<file path="src/rtl/uart_tx_buffered_if.sv">
// Byte handshake between a producer and the buffered UART transmitter.
// Build option: none (the UART_TX_PARITY_EN option lives in uart_tx_buffered.sv).
//   tx_data   byte to queue            (master -> slave)
//   tx_valid  tx_data valid            (master -> slave)
//   tx_ready  FIFO can accept a byte   (slave -> master)
interface uart_tx_buffered_if;
  logic [7:0] tx_data;
  logic       tx_valid;
  logic       tx_ready;

  modport master (output tx_data, output tx_valid, input tx_ready);
  modport slave  (input tx_data, input tx_valid, output tx_ready);
endinterface

</file>
<file path="src/rtl/uart_tx_buffered.sv">
// FIFO-buffered UART transmitter: 8N1 (or 8E1) framing, LSB first, idle-high line.
// Bytes arrive over a valid/ready handshake, are queued in a FIFO and are
// serialised back-to-back without idle gaps between queued frames.
// Build option: `define UART_TX_PARITY_EN inserts an even-parity bit after the data.
// Ports:
//   sys_clk     system clock, rising edge
//   sys_rst_n   asynchronous active-low reset
//   tx          byte handshake (slave side): tx_data, tx_valid, tx_ready (= !full)
//   uart_txd    serial output, registered
//   tx_busy     a frame is on the line, registered alongside uart_txd
//   fifo_level  bytes queued, 0..FIFO_DEPTH
module uart_tx_buffered #(
  parameter int unsigned CLK_FREQ   = 50_000_000,
  parameter int unsigned UART_BPS   = 115_200,
  parameter int unsigned FIFO_DEPTH = 16
) (
  input  logic                          sys_clk,
  input  logic                          sys_rst_n,
  uart_tx_buffered_if.slave             tx,
  output logic                          uart_txd,
  output logic                          tx_busy,
  output logic [$clog2(FIFO_DEPTH):0]   fifo_level
);

  localparam int unsigned AW      = $clog2(FIFO_DEPTH);
  localparam int unsigned LW      = AW + 1;
  localparam int unsigned BPS_CNT = CLK_FREQ / UART_BPS;
  localparam int unsigned CW      = (BPS_CNT > 1) ? $clog2(BPS_CNT) : 1;

  typedef enum logic [2:0] {
    S_IDLE,
    S_START,
    S_DATA,
`ifdef UART_TX_PARITY_EN
    S_PARITY,
`endif
    S_STOP
  } state_t;

  // FIFO storage and bookkeeping
  logic [7:0]    mem [FIFO_DEPTH];
  logic [AW-1:0] wr_ptr;
  logic [AW-1:0] rd_ptr;
  logic [LW-1:0] level;
  logic [7:0]    rd_data;
  logic          push;
  logic          pop;

  // Serialiser
  state_t        state;
  logic [CW-1:0] bit_cnt;
  logic [2:0]    bit_idx;
  logic [7:0]    shift;
  logic          bit_last;
`ifdef UART_TX_PARITY_EN
  logic          parity_bit;
`endif

  assign tx.tx_ready = (level != LW'(FIFO_DEPTH));
  assign fifo_level  = level;
  assign rd_data     = mem[rd_ptr];
  assign bit_last    = (bit_cnt == CW'(BPS_CNT - 1));
  assign push        = tx.tx_valid && tx.tx_ready;
  // Pop only when the line is free: from IDLE, or on the final STOP clock so frames abut.
  assign pop         = (level != '0) &&
                       ((state == S_IDLE) || ((state == S_STOP) && bit_last));

  // Byte storage: not reset, the pointers define what is valid.
  always_ff @(posedge sys_clk) begin
    if (push) mem[wr_ptr] <= tx.tx_data;
  end

  // Pointers wrap naturally; the level counter alone decides full/empty.
  always_ff @(posedge sys_clk or negedge sys_rst_n) begin
    if (!sys_rst_n) begin
      wr_ptr <= '0;
      rd_ptr <= '0;
      level  <= '0;
    end else begin
      if (push) wr_ptr <= wr_ptr + AW'(1);
      if (pop)  rd_ptr <= rd_ptr + AW'(1);
      case ({push, pop})
        2'b10:   level <= level + LW'(1);
        2'b01:   level <= level - LW'(1);
        default: level <= level;
      endcase
    end
  end

  // Frame sequencer; line outputs are registered from the current state, one clock behind it.
  always_ff @(posedge sys_clk or negedge sys_rst_n) begin
    if (!sys_rst_n) begin
      state    <= S_IDLE;
      bit_cnt  <= '0;
      bit_idx  <= '0;
      shift    <= '0;
      uart_txd <= 1'b1;
      tx_busy  <= 1'b0;
`ifdef UART_TX_PARITY_EN
      parity_bit <= 1'b0;
`endif
    end else begin
      case (state)
        S_START: uart_txd <= 1'b0;
        S_DATA:  uart_txd <= shift[0];
`ifdef UART_TX_PARITY_EN
        S_PARITY: uart_txd <= parity_bit;
`endif
        default: uart_txd <= 1'b1;
      endcase
      tx_busy <= (state != S_IDLE);

      case (state)
        S_IDLE: begin
          bit_cnt <= '0;
          if (pop) begin
            shift <= rd_data;
`ifdef UART_TX_PARITY_EN
            parity_bit <= ^rd_data;
`endif
            state <= S_START;
          end
        end

        S_START: begin
          if (bit_last) begin
            bit_cnt <= '0;
            bit_idx <= '0;
            state   <= S_DATA;
          end else begin
            bit_cnt <= bit_cnt + CW'(1);
          end
        end

        S_DATA: begin
          if (bit_last) begin
            bit_cnt <= '0;
            shift   <= shift >> 1;
            if (bit_idx == 3'd7) begin
`ifdef UART_TX_PARITY_EN
              state <= S_PARITY;
`else
              state <= S_STOP;
`endif
            end else begin
              bit_idx <= bit_idx + 3'd1;
            end
          end else begin
            bit_cnt <= bit_cnt + CW'(1);
          end
        end

`ifdef UART_TX_PARITY_EN
        S_PARITY: begin
          if (bit_last) begin
            bit_cnt <= '0;
            state   <= S_STOP;
          end else begin
            bit_cnt <= bit_cnt + CW'(1);
          end
        end
`endif

        S_STOP: begin
          if (bit_last) begin
            bit_cnt <= '0;
            if (pop) begin
              shift <= rd_data;
`ifdef UART_TX_PARITY_EN
              parity_bit <= ^rd_data;
`endif
              state <= S_START;
            end else begin
              state <= S_IDLE;
            end
          end else begin
            bit_cnt <= bit_cnt + CW'(1);
          end
        end

        default: begin
          bit_cnt <= '0;
          state   <= S_IDLE;
        end
      endcase
    end
  end

endmodule

</file>
<file path="src/flat_wrapper.sv">
// flat-port wrapper written by rule: the top's interface ports become plain ports
module uart_tx_buffered_flat 
#(
  parameter int unsigned CLK_FREQ   = 50_000_000,
  parameter int unsigned UART_BPS   = 115_200,
  parameter int unsigned FIFO_DEPTH = 16
)
  (sys_clk, sys_rst_n, uart_txd, tx_busy, fifo_level, tx_tx_data, tx_tx_valid, tx_tx_ready);
  uart_tx_buffered_if tx_i ();
  input  logic sys_clk;
  input  logic sys_rst_n;
  output logic uart_txd;
  output logic tx_busy;
  output logic [$clog2(FIFO_DEPTH):0] fifo_level;
  input wire logic [$bits(tx_i.tx_data)-1:0] tx_tx_data;
  input wire logic [$bits(tx_i.tx_valid)-1:0] tx_tx_valid;
  output wire logic [$bits(tx_i.tx_ready)-1:0] tx_tx_ready;
  assign tx_i.tx_data = tx_tx_data;
  assign tx_i.tx_valid = tx_tx_valid;
  assign tx_tx_ready = tx_i.tx_ready;
  uart_tx_buffered #(.CLK_FREQ(CLK_FREQ), .UART_BPS(UART_BPS), .FIFO_DEPTH(FIFO_DEPTH)) u_core (.sys_clk(sys_clk), .sys_rst_n(sys_rst_n), .tx(tx_i), .uart_txd(uart_txd), .tx_busy(tx_busy), .fifo_level(fifo_level));
endmodule
</file>
<file path="config.mk">
export PLATFORM = sky130hd
export DESIGN_NAME = uart_tx_buffered_flat
export DESIGN_NICKNAME = d
export VERILOG_FILES = /design/src/rtl/uart_tx_buffered_if.sv /design/src/rtl/uart_tx_buffered.sv /design/src/flat_wrapper.sv
export SDC_FILE = /design/constraint.sdc
export NUM_CORES = 1
export LEC_CHECK = 0
export CAP_MARGIN = 40
export CORE_AREA = 2 2 112 114
export CTS_BUF_LIST = sky130_fd_sc_hd__clkbuf_4
export DETAILED_ROUTE_END_ITERATION = 7
export DIE_AREA = 0 0 114 116
export GPL_TIMING_DRIVEN = 0
export PLACE_DENSITY = 0.77
export SLEW_MARGIN = 20
export SYNTH_ARGS = -nofsm -noshare
export SYNTH_HDL_FRONTEND = slang
export SYNTH_SLANG_ARGS = --single-unit
</file>
<file path="constraint.sdc">
create_clock -name sys_clk -period 7.3 [get_ports sys_clk]
set_input_delay 2.19 -clock sys_clk [delete_from_list [all_inputs] [get_ports sys_clk]]
set_output_delay 2.19 -clock sys_clk [all_outputs]
set_load 0.02 [all_outputs]
</file>
==> results of run 1 <==
[cells by family after synthesis]
group                      count (synthesis)  synth area share (%)
AOI/OAI and AO/OA                         69                  7.47
xor gates and xnor gates                  16                  1.97
adders and majority gates                 17                  2.99
buffers and inverters                     40                  2.43
DFF                                      165                  67.2
muxes                                     52                  10.7
and+or+nand+nor                           93                  7.26
[worst register-to-register path, delay by kind of cell (launching register included)]
family	cells	cell delay (ns)
buffers and inverters	3	1.00
muxes	1	0.20
and+or+nand+nor	2	0.33
AOI/OAI and AO/OA	3	0.58
xor gates and xnor gates	1	0.20
DFF	1	0.51
adders and majority gates	2	0.53
[final cells by class]
| cell class | count | area (um2) |
|---|---|---|
| inverters | 20 | 75.1 |
| clock inverters | 15 | 186 |
| plain buffers | 20 | 97.6 |
| flip-flops and latches | 165 | 4770 |
| well taps | 147 | 184 |
| fillers | 870 | 4100 |
| repair buffers | 20 | 208 |
| multi-input cells | 247 | 2170 |
| clock buffers | 17 | 128 |
[power by group through the flow]
stage | clock (mW) | combinational [mW] | sequential, mW
2_1_floorplan | 0 | 0.816 | 1.27
4_1_cts | 0.591 | 1.15 | 1.25
3_5_place_dp | 0 | 1.15 | 1.27
3_3_place_gp | 0 | 1.11 | 1.26
5_1_grt | 0.626 | 1.25 | 1.27
6_report | 0.580 | 1.15 | 1.25
[metrics by stage]
stage | util (%) | setup slack, ns | area (um2) | std cells | power [mW]
2_1_floorplan | - | 2.96 | 7100 | 452 | 2.09
3_3_place_gp | 62.7 | 1.97 | 7470 | 617 | 2.37
3_5_place_dp | 63.0 | 1.81 | 7500 | 619 | 2.42
4_1_cts | 65.6 | 2.42 | 7820 | 651 | 2.99
5_1_grt | 65.6 | 2.20 | 7820 | 651 | 3.15
6_report | 65.6 | 2.32 | 7820 | 651 | 2.98
[cells in the final DEF (no fill, tap or decap), types with 6 or more instances in the layout]
master and n:
a21oi_1 6, a22oi_1 9, clkbuf_4 17, mux4_2 19
a221oi_1 14, o21ai_0 20, ha_1 17, and2_1 6
mux2i_1 30, nor3_1 10, buf_2 7, inv_1 19
and3_1 10, a221o_1 7, dfrtp_1 36, clkdlybuf4s50_1 17
nor2_1 16, edfxtp_1 128, xnor2_1 10, nand2_1 25
clkbuf_1 10, xor2_1 6
[flip-flops by register name, summed over array words and instances, names as in the netlist]
signal             count
u_core.shift           8
u_core.mem           128
u_core.wr_ptr          4
u_core.rd_ptr          4
u_core.state           2
u_core.bit_idx         3
u_core.tx_busy         1
u_core.uart_txd        1
u_core.fifo_level      5
u_core.bit_cnt         9
[worst paths after layout]
path	to	slack [ns]	startpoint	cells after the start
min in group asynchronous	u_core.fifo_level[3]$_DFFE_PN0P_	1.56	sys_rst_n	1
min	u_core.bit_cnt[0]$_DFF_PN0_	0.51	u_core.bit_cnt[0]$_DFF_PN0_	1
max in group asynchronous	u_core.uart_txd$_DFF_PN1_	5.18	sys_rst_n	2
min reg2reg	u_core.bit_cnt[0]$_DFF_PN0_	0.51	u_core.bit_cnt[0]$_DFF_PN0_	1
max reg2reg	u_core.fifo_level[4]$_DFFE_PN0P_	3.87	u_core.fifo_level[1]$_DFFE_PN0P_	12
max	u_core.fifo_level[4]$_DFFE_PN0P_	2.32	tx_tx_valid	13
[layer usage]
layer	global-route usage (%)	wire length, um
met1	31.1	6040
met2	36.4	6730
met3	6.80	852
met4	6.59	271
met5	0	0
==> impl_metrics.tcl, run 1 <==
set metrics [dict create \
    maxCapViolations 0 \
    syn_nets 480 \
    synth_edf_count 128 \
    power.density_nw_per_um2 381 \
    cts_tree "done" \
    first_pass_iters 7 \
    path_delay_family "buffers and inverters" \
    core.rowCount 40 \
    post_drt_wl_per_cell_um 21.3 \
    avgSynthCellArea_um2 15.7 \
    fin_hold_ws_ns 0.507 \
    clkPwrFrac_pct 19.5 \
    vias 4049 \
    postCtsSetupBuffers 0 \
    leakagePower_nw 2.86 \
    seqPwrFrac_pct 42.0 \
    synth_area_um2 7100 \
    antenna_found_initial 0 \
    slew-limit-headroom_pct 51.8 \
    io_pins 19 \
    ys_top_cells_by_area "edfxtp_1 (54%), dfrtp_1 (13%), mux4_2 (6.0%), mux2i_1 (4.2%), ha_1 (3.0%)" \
    startpoint_type "input pin" \
    setup_viol 0 \
    tightest_slew_ns 0.721 \
    ys_seq_elements 165 \
    htree_levels 4 \
    hold_class "reg2reg" \
    diodes 0 \
    cts_resized 0 \
    critPathMaxFanout 10 \
    setup_tns_ns 0 \
    cts_hold_buf 0 \
    cpMaxStageDelayCell "clkdlybuf4s50_1" \
    synth.most_common_cell "edfxtp_1" \
    die_h_um 116 \
    slew_viol_final 0 \
    crit_chain "clkdlybuf4s50_1, inv_1, a21oi_1, clkbuf_1, clkbuf_1, inv_1, ha_1, xor2_1, ha_1, a21oi_1, and2_1, mux2i_1, o211ai_1" \
    cts_buffer_depth 2 \
    grtUsageTotal_pct 22.8 \
    core_um2 11900 \
    place_congestion 0.809 \
    drtIter0Drc 405 \
    yosysTopAreaCell "edfxtp_1" \
    syn_to_final_growth_pct 10.0 \
    insertion_delay_ns 0.57 \
    routed_via_density 6.22 \
    drt-total-wl_mm 13.9 \
    p_comb_share_pct 38.6 \
    place_hpwl_mm 9.32 \
    cp.arrival_ns 5.44 \
    initial_core_util_pct 59.6 \
    finalHoldViolCount 0 \
    path_clk_slew_ns 0.14 \
    async_flop_share_pct 22.4 \
    crit_buf_inv 5 \
    grt_max_degree 23 \
    die_w_um 114 \
    ant_nets 0 \
    internal_power_mw 1.93 \
    ys_warn_count 0 \
    fin_crit_sh_pct 68.3 \
    fin_skew_ns 0.0225 \
    synth_flop_cell "edfxtp_1" \
    grt_pass1_wl_mm 21.8 \
    grt-ovfl-total 0 \
    netlist_instances 452 \
    grt_pass1_vias 3938 \
    synth_seq_area_share_pct 67.2 \
    outcome "finished clean" \
    synth_cell_type_count 48 \
    peakVddDrop_v 0.000158 \
    power_switching_mw 1.05 \
    cts_buffers 17 \
    fin_crit_ns 4.98 \
    max_freq_ghz 0.201 \
    ys_top_cells_by_count "edfxtp_1 (128), dfrtp_1 (36), mux2i_1 (30), nand2_1 (25), o21ai_0 (20)" \
    swShare_pct 35.4 \
    layout-drive-gt1-share_pct 15.3 \
    endpoint_kind "flip-flop" \
    cp.required_ns 7.76 \
    drc 0 \
    rsz0062_at_grt "false" \
    fin_nets 519 \
    clockRootBuffer "clkbuf_4" \
    synth_top_area_share_pct 54.1 \
    path_class "in2reg" \
    die_area_um2 13200 \
    max_stage_delay_ns 0.49 \
    io_buffers 18 \
    cts_sinks 165 \
]
No activity file was read; power rests on OpenSTA's default activity.
==> run 2: changes to the inputs <==
Settings changed: CORE_AREA 2 2 112 114 to 2 2 114 116, DIE_AREA 0 0 114 116 to 0 0 116 118, PLACE_DENSITY 0.77 to 0.78.
Clock period 7.3 ns to 4.31 ns, I/O delays scaled along.
==> run 2 against run 1 <==
  * Non-clock buffer count shrank 1
  * Largest cell class unchanged
  * Register-to-register slack lost 2.9 ns
  * Critical endpoint unchanged
  * Clock skew down 0.012 ns
==> impl_metrics.tcl, run 2 (same netlist as run 1, synthesis figures left out) <==
set metrics [dict create \
    io_buffers 18 \
    die_area_um2 13700 \
    grt_pass1_wl_mm 22.1 \
    ant_nets 0 \
    post_drt_wl_per_cell_um 21.0 \
    slew-limit-headroom_pct 48.7 \
    largest_register_ffs 128 \
    max_freq_ghz 0.251 \
    vias 4058 \
    use_met1_pct 30.4 \
    crit_chain "clkdlybuf4s50_1, inv_1, a21oi_1, clkbuf_1, clkbuf_1, inv_1, ha_1, ha_1, nand2_1, a21oi_1, o21ai_0, or3_1, o211ai_1" \
    maxCapViolations 0 \
    fin_crit_sh_pct 92.5 \
    rsz0062_at_grt "false" \
    drc 0 \
    crit_buf_inv 5 \
    initial_core_util_pct 57.2 \
    cts_buffer_depth 2 \
    outcome "finished clean" \
    top_register "u_core.mem" \
    critPathMaxFanout 10 \
    htree_levels 4 \
    diodes 0 \
    insertion_delay_ns 0.56 \
    leakagePower_nw 2.81 \
    place_hpwl_mm 9.69 \
    fin_crit_ns 3.99 \
    place_congestion 0.816 \
    fillers 896 \
    max_stage_delay_ns 0.51 \
    syn_to_final_growth_pct 9.49 \
    finalHoldViolCount 0 \
    fin_util_pct 62.7 \
    grt_max_degree 21 \
    endpoint_kind "flip-flop" \
    power.density_nw_per_um2 630 \
    path_class "in2reg" \
    first_pass_iters 7 \
    layout-drive-gt1-share_pct 14.5 \
    fin_skew_ns 0.0107 \
    clockRootBuffer "clkbuf_4" \
    grt_use_met3_pct 5.82 \
    cts_buffers 17 \
    die_w_um 116 \
    setup_viol 0 \
    total_power_mw 4.90 \
    cts_hold_buf 0 \
    io_pins 19 \
    cts_sinks 165 \
    grtUsageTotal_pct 22.1 \
    final_cell_mix "edfxtp_1 (128), dfrtp_1 (36), mux2i_1 (30)" \
    drtIter0Drc 363 \
    reg.largest.list "u_core.mem: 128 flops, u_core.bit_cnt: 9 flops, u_core.shift: 8 flops" \
    die_h_um 118 \
    slew_viol_final 0 \
    antenna_found_initial 0 \
    startpoint_type "input pin" \
    grt-ovfl-total 0 \
    cp.arrival_ns 4.47 \
    routed_via_density 6.01 \
    final_common_cell "edfxtp_1" \
    path_delay_family "buffers and inverters" \
    grt_use_met2_pct 35.1 \
    core_um2 12400 \
    drt-total-wl_mm 14.2 \
    peakVddDrop_v 0.000439 \
    busiest_layer "met2" \
    core.rowCount 41 \
    cts_resized 0 \
    path_clk_slew_ns 0.13 \
    cp.required_ns 4.79 \
    tightest_slew_ns 0.765 \
    postCtsSetupBuffers 0 \
    grt_pass1_vias 3998 \
    cpMaxStageDelayCell "clkdlybuf4s50_1" \
    cts_tree "done" \
    hold_class "reg2reg" \
    fin_nets 518 \
]
run 2: power breakdown:
part | leakage, nW | total (mW) | internal, mW | switching (mW)
sequential | 1.62 | 2.12 | 1.98 | 0.143
clock | 0.136 | 0.813 | 0.286 | 0.527
combinational | 1.06 | 1.97 | 0.833 | 1.14
run 2: final timing paths:
path                                                        from                                to  slack, ns  cells after the start
worst max-delay path                                 tx_tx_valid  u_core.fifo_level[4]$_DFFE_PN0P_       0.32                     13
worst min-delay path                 u_core.bit_cnt[0]$_DFF_PN0_       u_core.bit_cnt[0]$_DFF_PN0_       0.50                      1
worst max register to register  u_core.fifo_level[2]$_DFFE_PN0P_  u_core.fifo_level[4]$_DFFE_PN0P_       1.00                     12
worst min register to register       u_core.bit_cnt[0]$_DFF_PN0_       u_core.bit_cnt[0]$_DFF_PN0_       0.50                      1
max in group asynchronous                              sys_rst_n         u_core.uart_txd$_DFF_PN1_       3.11                      2
min in group asynchronous                              sys_rst_n       u_core.bit_cnt[3]$_DFF_PN0_       0.67                      1
run 2: per-stage QoR:
step	std cells	hold WS (ns)	TNS (ns)	setup WS, ns	area, um2
6_report	675	0.499	0	0.324	7780
2_1_floorplan	452	0.453	0	0.871	7100
5_1_grt	675	0.525	0	0.160	7780
4_1_cts	675	0.505	0	0.400	7780
3_5_place_dp	643	0.487	-0.235	-0.191	7530
3_3_place_gp	642	0.469	-0.0485	-0.0485	7500
run 2: final cells by class:
| cell class | count | area [um2] | share of cell area, % |
|---|---|---|---|
| Sequential cell | 165 | 4770 | 61.3 |
| Multi-Input combinational cell | 247 | 2170 | 27.9 |
| Tap cell | 172 | 215 | 2.77 |
| Timing Repair Buffer | 19 | 203 | 2.61 |
| Clock buffer | 18 | 135 | 1.74 |
| Clock inverter | 14 | 111 | 1.43 |
| Buffer | 20 | 97.6 | 1.25 |
| Inverter | 20 | 75.1 | 0.965 |
run 2: worst reg2reg max path: stages (launching register included):
cell and delay [ns]:
dfrtp_1 0.50, nor4_2 0.11, a21oi_1 0.19, clkbuf_1 0.41, clkbuf_1 0.35, inv_1 0.14
ha_1 0.30, ha_1 0.36, nand2_1 0.11, a21oi_1 0.16, o21ai_0 0.13, or3_1 0.32
o211ai_1 0.15
run 2: per-layer routing:
| layer | vias to the layer above | part of all wire [%] | routed length, um |
|---|---|---|---|
| met5 | - | 0 | 0 |
| li1 | 1834 | - | - |
| met2 | 150 | 49 | 6990 |
| met3 | 18 | 6.2 | 886 |
| met4 | 0 | 1.6 | 234 |
| met1 | 2056 | 43 | 6100 |
